`src/rtl/l2_fence_ctrl.sv`:
```
// rtl/l2_fence_ctrl.sv - L2 fence sequencer: drain walk, writeback wait, self-invalidate walk
module l2_fence_ctrl #(
    parameter int L2_SETS     = 256,
    parameter int L2_WAYS     = 8,
    parameter int SET_BITS    = 8,
    parameter int WAY_BITS    = 3,
    parameter int WB_CNT_BITS = 6
) (
    input  logic                clk,
    input  logic                rst,
    input  logic                fence_start,
    input  logic                fence_rel,
    input  logic                fence_acq,
    output logic                walk_valid,
    input  logic                walk_ready,
    output logic [SET_BITS-1:0] walk_set,
    output logic [WAY_BITS-1:0] walk_way,
    output logic                walk_inv,
    input  logic                wb_issued,
    input  logic                wb_acked,
    input  logic                clr_ongoing_drain,
    output logic                ongoing_fence,
    output logic                drain_in_progress,
    output logic                ongoing_drain,
    output logic                fence_done,
    output logic                wb_err
);

    localparam int IDX_BITS = SET_BITS + WAY_BITS;
    localparam logic [IDX_BITS-1:0] LAST_IDX = IDX_BITS'(L2_SETS * L2_WAYS - 1);

    typedef enum logic [2:0] {
        IDLE,
        DRAIN_WALK,
        DRAIN_WAIT,
        INV_WALK,
        DONE
    } state_t;

    state_t                 state;
    logic                   acq_pend;
    logic [IDX_BITS-1:0]    walk_idx;
    logic [WB_CNT_BITS-1:0] wb_cnt;

    // way is the low field so the flat index walks every way of a set before moving on
    assign walk_set = walk_idx[IDX_BITS-1:WAY_BITS];
    assign walk_way = walk_idx[WAY_BITS-1:0];

    always_ff @(posedge clk or negedge rst) begin
        if (!rst) begin
            state             <= IDLE;
            acq_pend          <= 1'b0;
            walk_idx          <= '0;
            walk_valid        <= 1'b0;
            walk_inv          <= 1'b0;
            ongoing_fence     <= 1'b0;
            drain_in_progress <= 1'b0;
            ongoing_drain     <= 1'b0;
            fence_done        <= 1'b0;
        end else begin
            fence_done <= 1'b0;
            // a set later in this block overrides the clear
            if (clr_ongoing_drain) begin
                ongoing_drain <= 1'b0;
            end
            case (state)
                IDLE: begin
                    if (fence_start) begin
                        walk_idx <= '0;
                        if (fence_rel) begin
                            acq_pend          <= fence_acq;
                            state             <= DRAIN_WALK;
                            walk_valid        <= 1'b1;
                            walk_inv          <= 1'b0;
                            ongoing_fence     <= 1'b1;
                            drain_in_progress <= 1'b1;
                        end else if (fence_acq) begin
                            acq_pend      <= 1'b0;
                            state         <= INV_WALK;
                            walk_valid    <= 1'b1;
                            walk_inv      <= 1'b1;
                            ongoing_fence <= 1'b1;
                        end else begin
                            state      <= DONE;
                            fence_done <= 1'b1;
                        end
                    end
                end
                DRAIN_WALK: begin
                    if (walk_ready) begin
                        if (walk_idx == LAST_IDX) begin
                            walk_idx   <= '0;
                            walk_valid <= 1'b0;
                            state      <= DRAIN_WAIT;
                        end else begin
                            walk_idx <= walk_idx + 1'b1;
                        end
                    end
                end
                DRAIN_WAIT: begin
                    // a writeback issued this cycle is not yet in wb_cnt, so wait for it too
                    if (wb_cnt == '0 && !wb_issued) begin
                        ongoing_drain     <= 1'b1;
                        drain_in_progress <= 1'b0;
                        if (acq_pend) begin
                            state      <= INV_WALK;
                            walk_valid <= 1'b1;
                            walk_inv   <= 1'b1;
                        end else begin
                            state         <= DONE;
                            ongoing_fence <= 1'b0;
                            fence_done    <= 1'b1;
                        end
                    end
                end
                INV_WALK: begin
                    if (walk_ready) begin
                        if (walk_idx == LAST_IDX) begin
                            walk_idx      <= '0;
                            walk_valid    <= 1'b0;
                            walk_inv      <= 1'b0;
                            ongoing_fence <= 1'b0;
                            fence_done    <= 1'b1;
                            state         <= DONE;
                        end else begin
                            walk_idx <= walk_idx + 1'b1;
                        end
                    end
                end
                DONE: begin
                    state <= IDLE;
                end
                default: begin
                    state             <= IDLE;
                    walk_valid        <= 1'b0;
                    walk_inv          <= 1'b0;
                    ongoing_fence     <= 1'b0;
                    drain_in_progress <= 1'b0;
                end
            endcase
        end
    end

    // Outstanding writebacks; runs in every state since acks can trail the fence
    always_ff @(posedge clk or negedge rst) begin
        if (!rst) begin
            wb_cnt <= '0;
            wb_err <= 1'b0;
        end else begin
            case ({wb_issued, wb_acked})
                2'b10: begin
                    if (wb_cnt == {WB_CNT_BITS{1'b1}}) begin
                        wb_err <= 1'b1;
                    end else begin
                        wb_cnt <= wb_cnt + 1'b1;
                    end
                end
                2'b01: begin
                    if (wb_cnt == '0) begin
                        wb_err <= 1'b1;
                    end else begin
                        wb_cnt <= wb_cnt - 1'b1;
                    end
                end
                default: begin
                end
            endcase
        end
    end

endmodule

```
`config.mk`:
```
export PLATFORM = sky130hd
export DESIGN_NAME = l2_fence_ctrl
export DESIGN_NICKNAME = d
export VERILOG_FILES = /design/src/rtl/l2_fence_ctrl.sv
export SDC_FILE = /design/constraint.sdc
export NUM_CORES = 1
export LEC_CHECK = 0
export ABC_AREA = 1
export BUFFER_PORTS_ARGS = -buffer_cell sky130_fd_sc_hd__buf_4
export CAP_MARGIN = 0
export CORE_MARGIN = 10
export CORE_UTILIZATION = 30
export DETAILED_ROUTE_END_ITERATION = 12
export SETUP_SLACK_MARGIN = 0.2
export SKIP_CTS_REPAIR_TIMING = 1
export SLEW_MARGIN = 30
export SYNTH_ARGS = -nofsm -noshare
export SYNTH_HDL_FRONTEND = slang
export SYNTH_SLANG_ARGS = --single-unit
```
`constraint.sdc`:
```
create_clock -name clk -period 2 [get_ports clk]
set_input_delay 0.4 -clock clk [delete_from_list [all_inputs] [get_ports clk]]
set_output_delay 0.4 -clock clk [all_outputs]
set_load 0.005 [all_outputs]
```
==> results.ini, run 1 <==
[outcome]
outcome=complete, no violations

[pwr]
sw_frac_of_total=0.454
power.density_mw_per_mm2=1250
internal_power_mw=1.50
cellLeakagePower_nw=1.14
p_sw_mw=1.24
comb_power_share=0.535
clkPwrFrac=0.130
p_seq_frac=0.335
ir_drop_uv=510

[drt]
via_per_inst=4.74
wire_per_inst_um=12.1
first_pass_iters=4
dr_total_vias=1716
drcViolationCount=0
ant_nets=0
wl_mm=4.38
drtIter0Drc=97

[clock_network]
cts_made_buffers=3
clockBufferDepth=2
clk_pin_slew_ps=100
worstSkewPairLatency_ps=280
cts_tree=yes
cts.sinks=28
root_buffer=clkbuf_8
cts-htree-levels=1

[floorplanning]
rows=28
die_h_um=97.3
core_area_mm2=0.00585
die_w_um=97.3
start_util=0.306
dieArea_mm2=0.00947
ios=27

[timing]
period_share=0.819
fmax_mhz=611
relSlewSlack=0.753
drv_slew=0
hold_violations=0
tns_ps=0
clock_skew_ps=8.69
min_period_ps=1640
worst_pin_slew_ps=371
whs_ps=26.7
setup_viol=0
rsz0062_at_grt=yes

[logic_synthesis]
yosys_warnings=0
synth_fp_nets=267
syn_avg_cell_area_um2=7.11
syn_area_mm2=0.00179
syn_inst=252
ys_types=29
synth_top_area_share=0.391
synth.area.top_cells=dfrtp_1 39%, nand2_1 14%, inv_1 8.4%
yosysTopAreaCell=dfrtp_1
synth_seq_area_share=0.391
synth-seq-cells=28

[setup_path]
cp-start-kind=register
path_max_fanout=6
timing.rr.start=walk_idx[0]
cp-end-kind=register
crit_end=state[1]
reg2reg_to=state[1]
arrival_ps=1800
criticalPathCategory=register to register
cp_slowest_cell=dfrtp_2
cp.required_ps=2160
r2r_cells=8
path_cells=ha_2, nand2_1, nor2_1, nand3_1, nand2_4, nand2_2, o21ai_0, nand2_1
critPathLaunch=walk_idx[0]
path_common_cell=nand2_1
rrSetupSlack_ps=360
crit_path_max_incr_delay_ps=420

[placed_design]
io_buffers=26
place_congestion=0.845
dpl.hpwl_mm=3.35

[global_routing]
grt_pass1_wl_mm=7.58
overflow=0
grt_max_degree=29
grt.total_usage=0.0915
antenna_found_initial=0
first_global_vias=1615

[finish]
fin_nets=303
layout_common_cells=68 x nand2_1, 40 x inv_1, 32 x buf_4, 27 x dfrtp_1, 24 x nand3_1
antennaDiodeCount=0
layout_commonest_cell=nand2_1
layout-area-overhead-vs-synth_pct=22.3
layout-drive-gt1-share=0.178

[job]
drv_cap=0

[min_path]
holdCritPathClass=input port to asynchronous set/reset pin

[kinds of logic (layout without fill, tap and decap cells)]
logic type / after synthesis / count (layout) / synth area share
buf+inv: 42 / 77 / 0.0900
simple gates: 140 / 140 / 0.350
flops: 28 / 28 / 0.391
compound gates: 31 / 31 / 0.103
xor+xnor: 5 / 5 / 0.0244
fa+ha+maj: 6 / 6 / 0.0419
[metrics by stage]
step | power [mW] | area [um^2] | utilization | std cells | setup WS, ps
floorplan | 1.92 | 1790 | - | 252 | 276
detailed placement | 2.30 | 2090 | 0.357 | 354 | 44.0
CTS | 2.68 | 2140 | 0.367 | 358 | 266
global placement | 2.28 | 2090 | 0.357 | 354 | 122
finish | 2.74 | 2190 | 0.375 | 362 | 363
global route | 3.03 | 2190 | 0.375 | 362 | 178
[worst max-delay path: cells and delay by family (launching register included)]
kind                       cells  cell delay [ps]
adders and majority gates      1              220
and+or+nand+nor                6              700
DFF                            1              420
AOI/OAI and AO/OA              1              180
[how the worst min path moves through the flow]
| stage | startpoint | end | slack (ps) | depth (start not counted) |
|---|---|---|---|---|
| CTS | rst | walk_idx[3] | 40 | 1 |
| detailed placement | rst | walk_idx[3] | 350 | 1 |
| floorplan | rst | acq_pend | 100 | 0 |
| finish | rst | walk_idx[3] | 30 | 1 |
| global route | rst | walk_idx[3] | 40 | 1 |
| global placement | rst | wb_cnt[3] | 350 | 1 |
[registers in the layout (all words and copies together) (netlist names)]
name	count
state	3
wb_cnt	6
walk_inv	1
ongoing_fence	1
drain_in_progress	1
acq_pend	1
fence_done	1
wb_err	1
walk_idx	11
ongoing_drain	1
walk_valid	1
[synthesized netlist by cell type, drive strengths merged]
library cell,instances
a21oi,5
nand2,72
ha,6
o21a,4
o22ai,1
o211ai,1
inv,41
o21ai,16
xor2,3
buf,1
o2bb2ai,1
a21o,1
dfrtp,28
nand3,26
xnor2,2
nor2,24
o21bai,2
nor3,7
and2,1
nand4,8
nand3b,1
or2,1
[power groups by stage]
| stage | clock network (mW) | logic [mW] | registers (mW) |
|---|---|---|---|
| final | 0.356 | 1.47 | 0.919 |
| after global routing | 0.399 | 1.68 | 0.947 |
| after CTS | 0.378 | 1.38 | 0.916 |
| after detailed placement | 0 | 1.38 | 0.922 |
| after global placement | 0 | 1.35 | 0.924 |
| after floorplan | 0 | 1.04 | 0.881 |
[per-layer routing]
metal  up-vias  routed length (um)  part of all wire  global-route usage
met5         -                   0                 0                   0
met4         0                  17            0.0039              0.0134
met3         2                 179             0.041              0.0270
met2        28                2070              0.47               0.149
met1       807                2110              0.48               0.119
li1        879                   -                 -                   -
[final cells by class]
cell class / instances / area [um^2]
timing repair buffer: 32 / 240
tap: 75 / 93.8
clock buffer: 4 / 55.1
sequential: 28 / 702
inverter: 41 / 154
multi-input combinational: 182 / 948
fill: 609 / 3660
(Power assumes the default switching activity.)
==> run 2: changes to the inputs <==
--- a/config.mk
+++ b/config.mk
@@ -5,7 +5,7 @@
 export SDC_FILE = /design/constraint.sdc
 export NUM_CORES = 1
 export LEC_CHECK = 0
-export ABC_AREA = 1
+export ABC_AREA = 0
 export BUFFER_PORTS_ARGS = -buffer_cell sky130_fd_sc_hd__buf_4
 export CAP_MARGIN = 0
 export CORE_MARGIN = 10
==> constraint.sdc (replaced) <==
create_clock -name clk -period 1.4 [get_ports clk]
set_input_delay 0.28 -clock clk [delete_from_list [all_inputs] [get_ports clk]]
set_output_delay 0.28 -clock clk [all_outputs]
set_load 0.005 [all_outputs]
==> run 2 against run 1 <==
  * The run now ends with negative setup slack left
  * Largest power group unchanged
  * Largest cell class unchanged
  * Global-route usage up 1.3 points
  * Synthesized cell count down 18%
  * Setup slack worse by 730 ps
  * Clock power up 44%
  * Sequential power up 43%
  * Highest routed layer unchanged
==> results.ini, run 2 <==
[finish]
fin_nets=312  ; +3.0%
largest_register_ff_count=11  ; unchanged
largest_register=walk_idx
final_util=0.526  ; +0.151
layout_commonest_cell=buf_4
stdcell_count=371  ; +2.5%
reg.largest.list=walk_idx: 11 flops, wb_cnt: 6 flops, state: 3 flops
layout-area-overhead-vs-synth_pct=70.2
antennaDiodeCount=0  ; unchanged
layout-drive-gt1-share=0.530  ; +0.353
layout_common_cells=73 x buf_4, 26 x dfrtp_1, 22 x nand2_1, 22 x buf_6, 15 x nor2_1

[logic_synthesis]
synth_mux_area_frac=0.0294  ; +0.0294
synth_fp_nets=222  ; -17%
yosysTopAreaCell=dfrtp_1
async_flop_share=1.00  ; unchanged
syn_avg_cell_area_um2=8.84  ; +24%
synth.area.top_cells=dfrtp_1 38%, nand2_1 5.1%, ha_1 4.1%
synth_simple_gate_area_frac=0.246  ; -0.105
synth_top_family_by_area=simple AND/OR/NAND/NOR gates
synth_seq_area_share=0.383  ; -0.00775
synth_fa_ha_area_frac=0.0410  ; -0.000831
synthFlopType=dfrtp_1
synth_xor_area_frac=0.0527  ; +0.0282
ys_types=52  ; +79%
yosys_warnings=0  ; unchanged
synth_edf_count=0  ; unchanged
synth_compound_area_frac=0.200  ; +0.0971
synth-seq-cells=28  ; unchanged
synth_top_area_share=0.383  ; -0.00775
synth_commonest_cells=28 x dfrtp_1, 25 x nand2_1, 18 x nor2_1
syn_inst=207  ; -18%
syn_area_mm2=0.00183  ; +2.0%
synth.most_common_cell=dfrtp_1

[setup_path]
criticalPathCategory=register to register
cp.required_ps=1570  ; -590 ps
crit_family=flip-flops
cp-end-kind=register
path_max_fanout=4  ; -2
cp.buffers_inverters=1  ; +1
cp-start-kind=register
crit_path_max_incr_delay_ps=450  ; +30 ps
arrival_ps=1940  ; +140 ps
cp_slowest_cell=dfrtp_2
path_cells=buf_12, xor2_4, ha_4, a2111oi_4, o32ai_2, mux2_4

[timing]
tns_ps=-6330  ; -6330 ps
drv_slew=0  ; unchanged
relSlewSlack=0.712  ; -0.0408
clock_skew_ps=8.76  ; +0.0722 ps
fmax_mhz=564  ; -7.6%
setup_ws_ps=-372  ; -735 ps
min_period_ps=1770  ; +135 ps
worst_pin_slew_ps=432  ; +61.3 ps
period_share=1.27  ; +0.447
setup_viol=27  ; +27
rsz0062_at_grt=yes
hold_violations=0  ; unchanged

[clock_network]
worstSkewPairLatency_ps=280  ; about the same
clockBufferDepth=2  ; unchanged
cts.sinks=28  ; unchanged
root_buffer=clkbuf_8
cts_tree=yes
clk_pin_slew_ps=100  ; about the same
cts_made_buffers=3  ; unchanged
cts-htree-levels=1  ; unchanged

[pwr]
clkPwrFrac=0.102  ; -0.028
internal_power_mw=3.04  ; +100%
comb_power_share=0.639  ; +0.104
p_seq_frac=0.259  ; -0.076
cellLeakagePower_nw=1.36  ; +20%
power.density_mw_per_mm2=1620  ; +29%
sw_frac_of_total=0.398  ; -0.0564
ir_drop_uv=707  ; +39%
p_sw_mw=2.00  ; +61%

[floorplanning]
rows=28  ; unchanged
start_util=0.309  ; +0.00250
ios=27  ; unchanged
die_h_um=98.1  ; +0.80%
dieArea_mm2=0.00962  ; +1.6%
core_area_mm2=0.00592  ; +1.2%
die_w_um=98.1  ; +0.80%

[placed_design]
dpl.hpwl_mm=4.01  ; +19%
placed_cells=355  ; +0.28%
pre_cts_slack_ps=-528  ; -572 ps
place_congestion=0.840  ; -0.57%
io_buffers=26  ; unchanged

[drt]
wire_per_inst_um=15.3  ; +27%
first_pass_iters=4  ; unchanged
wl_mm=5.68  ; +30%
via_per_inst=5.15  ; +8.5%
dr_total_vias=1909  ; +11%
ant_nets=0  ; unchanged
drcViolationCount=0  ; unchanged
drtIter0Drc=57  ; -41%

[job]
drv_cap=0  ; unchanged

[global_routing]
grt_pass1_wl_mm=8.63  ; +14%
antenna_found_initial=0  ; unchanged
grt_max_degree=29  ; unchanged
first_global_vias=1843  ; +14%
grt.total_usage=0.104  ; +0.0126
overflow=0  ; unchanged

[min_path]
holdCritPathClass=input port to register

[outcome]
outcome=complete, but fails checks
violations=negative setup slack

-- run 2: cell types whose count changed after synthesis, moves of 5 or more --
cell and delta:
nand2_1 -43, inv_1 -31, nand3_1 -16, clkbuf_1 +8, a21oi_1 +5, o32ai_1 +5
-- run 2: worst register-to-register path, cell delays in order (launching register included) --
cell,delay [ps]
dfrtp_2,450
buf_12,140
xor2_4,150
ha_4,180
a2111oi_4,300
o32ai_2,140
mux2_4,300
-- run 2: final cells by class --
| class | count | area [um^2] |
|---|---|---|
| sequential | 28 | 703 |
| clock buffer | 4 | 55.1 |
| tap | 75 | 93.8 |
| timing repair buffer | 97 | 826 |
| inverter | 9 | 36.3 |
| fill | 535 | 2810 |
| multi-input combinational | 158 | 1400 |
-- run 2: layer usage --
| layer | up-vias | wire, um | global-route usage |
|---|---|---|---|
| met1 | 944 | 2340 | 0.124 |
| met3 | 6 | 221 | 0.0211 |
| met2 | 34 | 3050 | 0.184 |
| met5 | - | 0 | 0 |
| li1 | 925 | - | - |
| met4 | 0 | 66 | 0.0291 |
-- run 2: worst paths after layout --
check / from / to / slack [ps] / depth (start not counted)
max: wb_cnt[1] / wb_cnt[4] / -370 / 6
min in group asynchronous: rst / acq_pend / 450 / 2
max reg2reg: wb_cnt[1] / wb_cnt[4] / -370 / 6
max in group asynchronous: rst / wb_cnt[1] / 650 / 2
min reg2reg: wb_err / wb_err / 480 / 1
min: clr_ongoing_drain / ongoing_drain / 170 / 2
-- run 2: logic make-up (layout without fill, tap and decap cells) --
group,Yosys count,after routing
AO/OA/AOI/OAI,53,53
adder cells (fa/ha/maj),6,6
flip-flops,28,28
buffers and inverters,21,110
XOR/XNOR,11,11
AND/OR/NAND/NOR,83,83
multiplexers,5,5
-- run 2: power groups by stage --
stage / registers (mW) / clock network [mW] / logic (mW)
2_1_floorplan: 1.28 / 0 / 1.42
3_3_place_gp: 1.28 / 0 / 2.40
3_5_place_dp: 1.29 / 0 / 2.44
4_1_cts: 1.27 / 0.534 / 2.45
5_1_grt: 1.34 / 0.569 / 3.48
6_report: 1.31 / 0.513 / 3.22
-- run 2: metrics by stage --
stage                     hold WS, ps  power (mW)  instance area, um^2
after floorplan                 -15.6        2.70                 2000
after global placement            236        3.67                 2640
after detailed placement          233        3.73                 2640
after CTS                       -77.0        4.26                 2700
after global routing              165        5.39                 3110
final                             173        5.04                 3110
==> run 3: changes to the inputs <==
==> constraint.sdc (replaced) <==
create_clock -name clk -period 2 [get_ports clk]
set_input_delay 0.4 -clock clk [delete_from_list [all_inputs] [get_ports clk]]
set_output_delay 0.4 -clock clk [all_outputs]
set_load 0.005 [all_outputs]
==> run 3 against run 2 <==
  * The run now ends clean
  * Sequential share of layout area grew 6.0 points
  * Critical path depth is the same
  * Flip-flop and latch count is the same
  * Combinational power shrank 57%
  * Hold slack lost 150 ps
  * Register-to-register slack gained 550 ps
  * Critical path type unchanged
  * Critical endpoint is now wb_cnt[5]
==> results.ini, run 3 (synthesis gave the netlist of run 2 again) <==
[outcome]
outcome=complete, no violations

[clock_network]
cts-htree-levels=1  ; unchanged
cts_tree=yes
cts.sinks=28  ; unchanged
clockBufferDepth=2  ; unchanged
worstSkewPairLatency_ps=280  ; about the same
clk_pin_slew_ps=100  ; about the same
cts_made_buffers=3  ; unchanged
root_buffer=clkbuf_8

[global_routing]
grt_pass1_wl_mm=7.67  ; -11%
grt_max_degree=29  ; unchanged
overflow=0  ; unchanged
first_global_vias=1614  ; -12%
grt.total_usage=0.0915  ; -0.0127
antenna_found_initial=0  ; unchanged

[placed_design]
place_congestion=0.765  ; -8.9%
dpl.hpwl_mm=3.37  ; -16%
post_dp_cell_area_mm2=0.00225  ; -15%
placed_cells=316  ; -11%
io_buffers=26  ; unchanged

[floorplanning]
ios=27  ; unchanged
dieArea_mm2=0.00962  ; unchanged
start_util=0.309  ; unchanged
die_w_um=98.1  ; unchanged
core_area_mm2=0.00592  ; unchanged
die_h_um=98.1  ; unchanged
rows=28  ; unchanged

[timing]
min_period_ps=1830  ; +53.8 ps
fmax_mhz=548  ; -2.9%
worst_pin_slew_ps=582  ; +150 ps
whs_ps=22.0  ; -151 ps
setup_viol=0  ; -100%
drv_slew=0  ; unchanged
clock_skew_ps=1.16  ; -7.60 ps
hold_violations=0  ; unchanged
period_share=0.913  ; -0.353
relSlewSlack=0.612  ; -0.0999
rsz0062_at_grt=yes

[setup_path]
cp_slowest_cell=dfrtp_1
criticalPathCategory=register to register
cp-start-kind=register
path_max_fanout=8  ; +4
arrival_ps=1990  ; +50 ps
path_cells=ha_4, o21ai_0, a311oi_1, o32a_1, a21oi_2, xor2_1
cp-end-kind=register
cp.required_ps=2170  ; +600 ps
crit_path_max_incr_delay_ps=490  ; +40 ps

[job]
drv_cap=0  ; unchanged

[min_path]
holdCritPathClass=input port to asynchronous set/reset pin

[pwr]
ir_drop_uv=443  ; -37%
cellLeakagePower_nw=1.05  ; -23%
power.density_mw_per_mm2=1140  ; -29%

[finish]
layout-area-overhead-vs-synth_pct=34.5
antennaDiodeCount=0  ; unchanged
n_fill_cell=612  ; +14%
fin_nets=265  ; -15%
reg.largest.list=walk_idx: 11 flops, wb_cnt: 6 flops, state: 3 flops
layout-drive-gt1-share=0.333  ; -0.197
layout_commonest_cell=buf_4
stdcell_count=324  ; -13%
largest_register_ff_count=11  ; unchanged
design_area_mm2=0.00246  ; -21%
largest_register=walk_idx
layout_common_cells=49 x buf_4, 25 x nand2_1, 25 x dfrtp_1, 18 x nor2_1, 11 x o21ai_0

[drt]
via_per_inst=5.17  ; +0.53%
wire_per_inst_um=14.8  ; -3.6%
ant_nets=0  ; unchanged
dr_total_vias=1676  ; -12%
drtIter0Drc=86  ; +51%
first_pass_iters=6  ; +2
drcViolationCount=0  ; unchanged
wl_mm=4.78  ; -16%

==> run 3: cell types whose count changed in the layout (fill, tap and decap cells not counted), sizes merged <==
| cell | delta |
|---|---|
| buf | -46 |
| bufinv | +1 |
| clkbuf | -1 |
| dlygate4sd3 | -1 |
==> run 3: critical path: cells and delay by family (launching register included) <==
kind | cells | cell delay (ps)
fa+ha+maj | 1 | 370
flops | 1 | 490
xor+xnor | 1 | 140
compound gates | 4 | 730
==> run 3: worst paths after layout <==
kind	end	cells after the start	start	slack, ps
setup / recovery	wb_cnt[5]	6	wb_cnt[2]	170
hold / removal	walk_idx[1]	1	rst	20
max in group asynchronous	wb_cnt[0]	1	rst	1680
min in group clk	ongoing_drain	2	clr_ongoing_drain	300
setup reg to reg	wb_cnt[5]	6	wb_cnt[2]	170
hold reg to reg	wb_err	1	wb_err	470
==> run 3: power by group <==
part / switching (mW) / total [mW] / internal, mW
sequential: 0.246 / 0.981 / 0.736
clock: 0.190 / 0.458 / 0.268
combinational: 0.699 / 1.37 / 0.675
total: 1.13 / 2.81 / 1.68
==> run 3: layout make-up <==
cell class / instances / area (um^2) / area share
clock buffers: 3 / 41.3 / 0.0168
clock inverters: 1 / 30.0 / 0.0122
inverters: 9 / 46.3 / 0.0188
multi-input cells: 158 / 1170 / 0.474
flip-flops and latches: 28 / 704 / 0.286
well taps: 75 / 93.8 / 0.0381
repair buffers: 50 / 379 / 0.154
==> run 3: per-stage QoR <==
step | setup TNS, ps | power, mW | setup slack (ps) | utilization
global placement | -61.3 | 2.19 | -41.2 | 0.380
CTS | 0 | 2.67 | 98.0 | 0.392
floorplan | 0 | 1.80 | 113 | -
finish | 0 | 2.81 | 174 | 0.416
global route | 0 | 3.03 | 108 | 0.416
detailed placement | -200 | 2.21 | -131 | 0.380
==> run 3: metal layers <==
metal,routed length (um),global-route usage,share of wire,vias to the layer above
met3,148,0.0141,0.031,2
li1,-,-,-,835
met2,2530,0.159,0.53,27
met4,42,0.0313,0.0088,0
met5,0,0,0,-
met1,2060,0.111,0.43,812
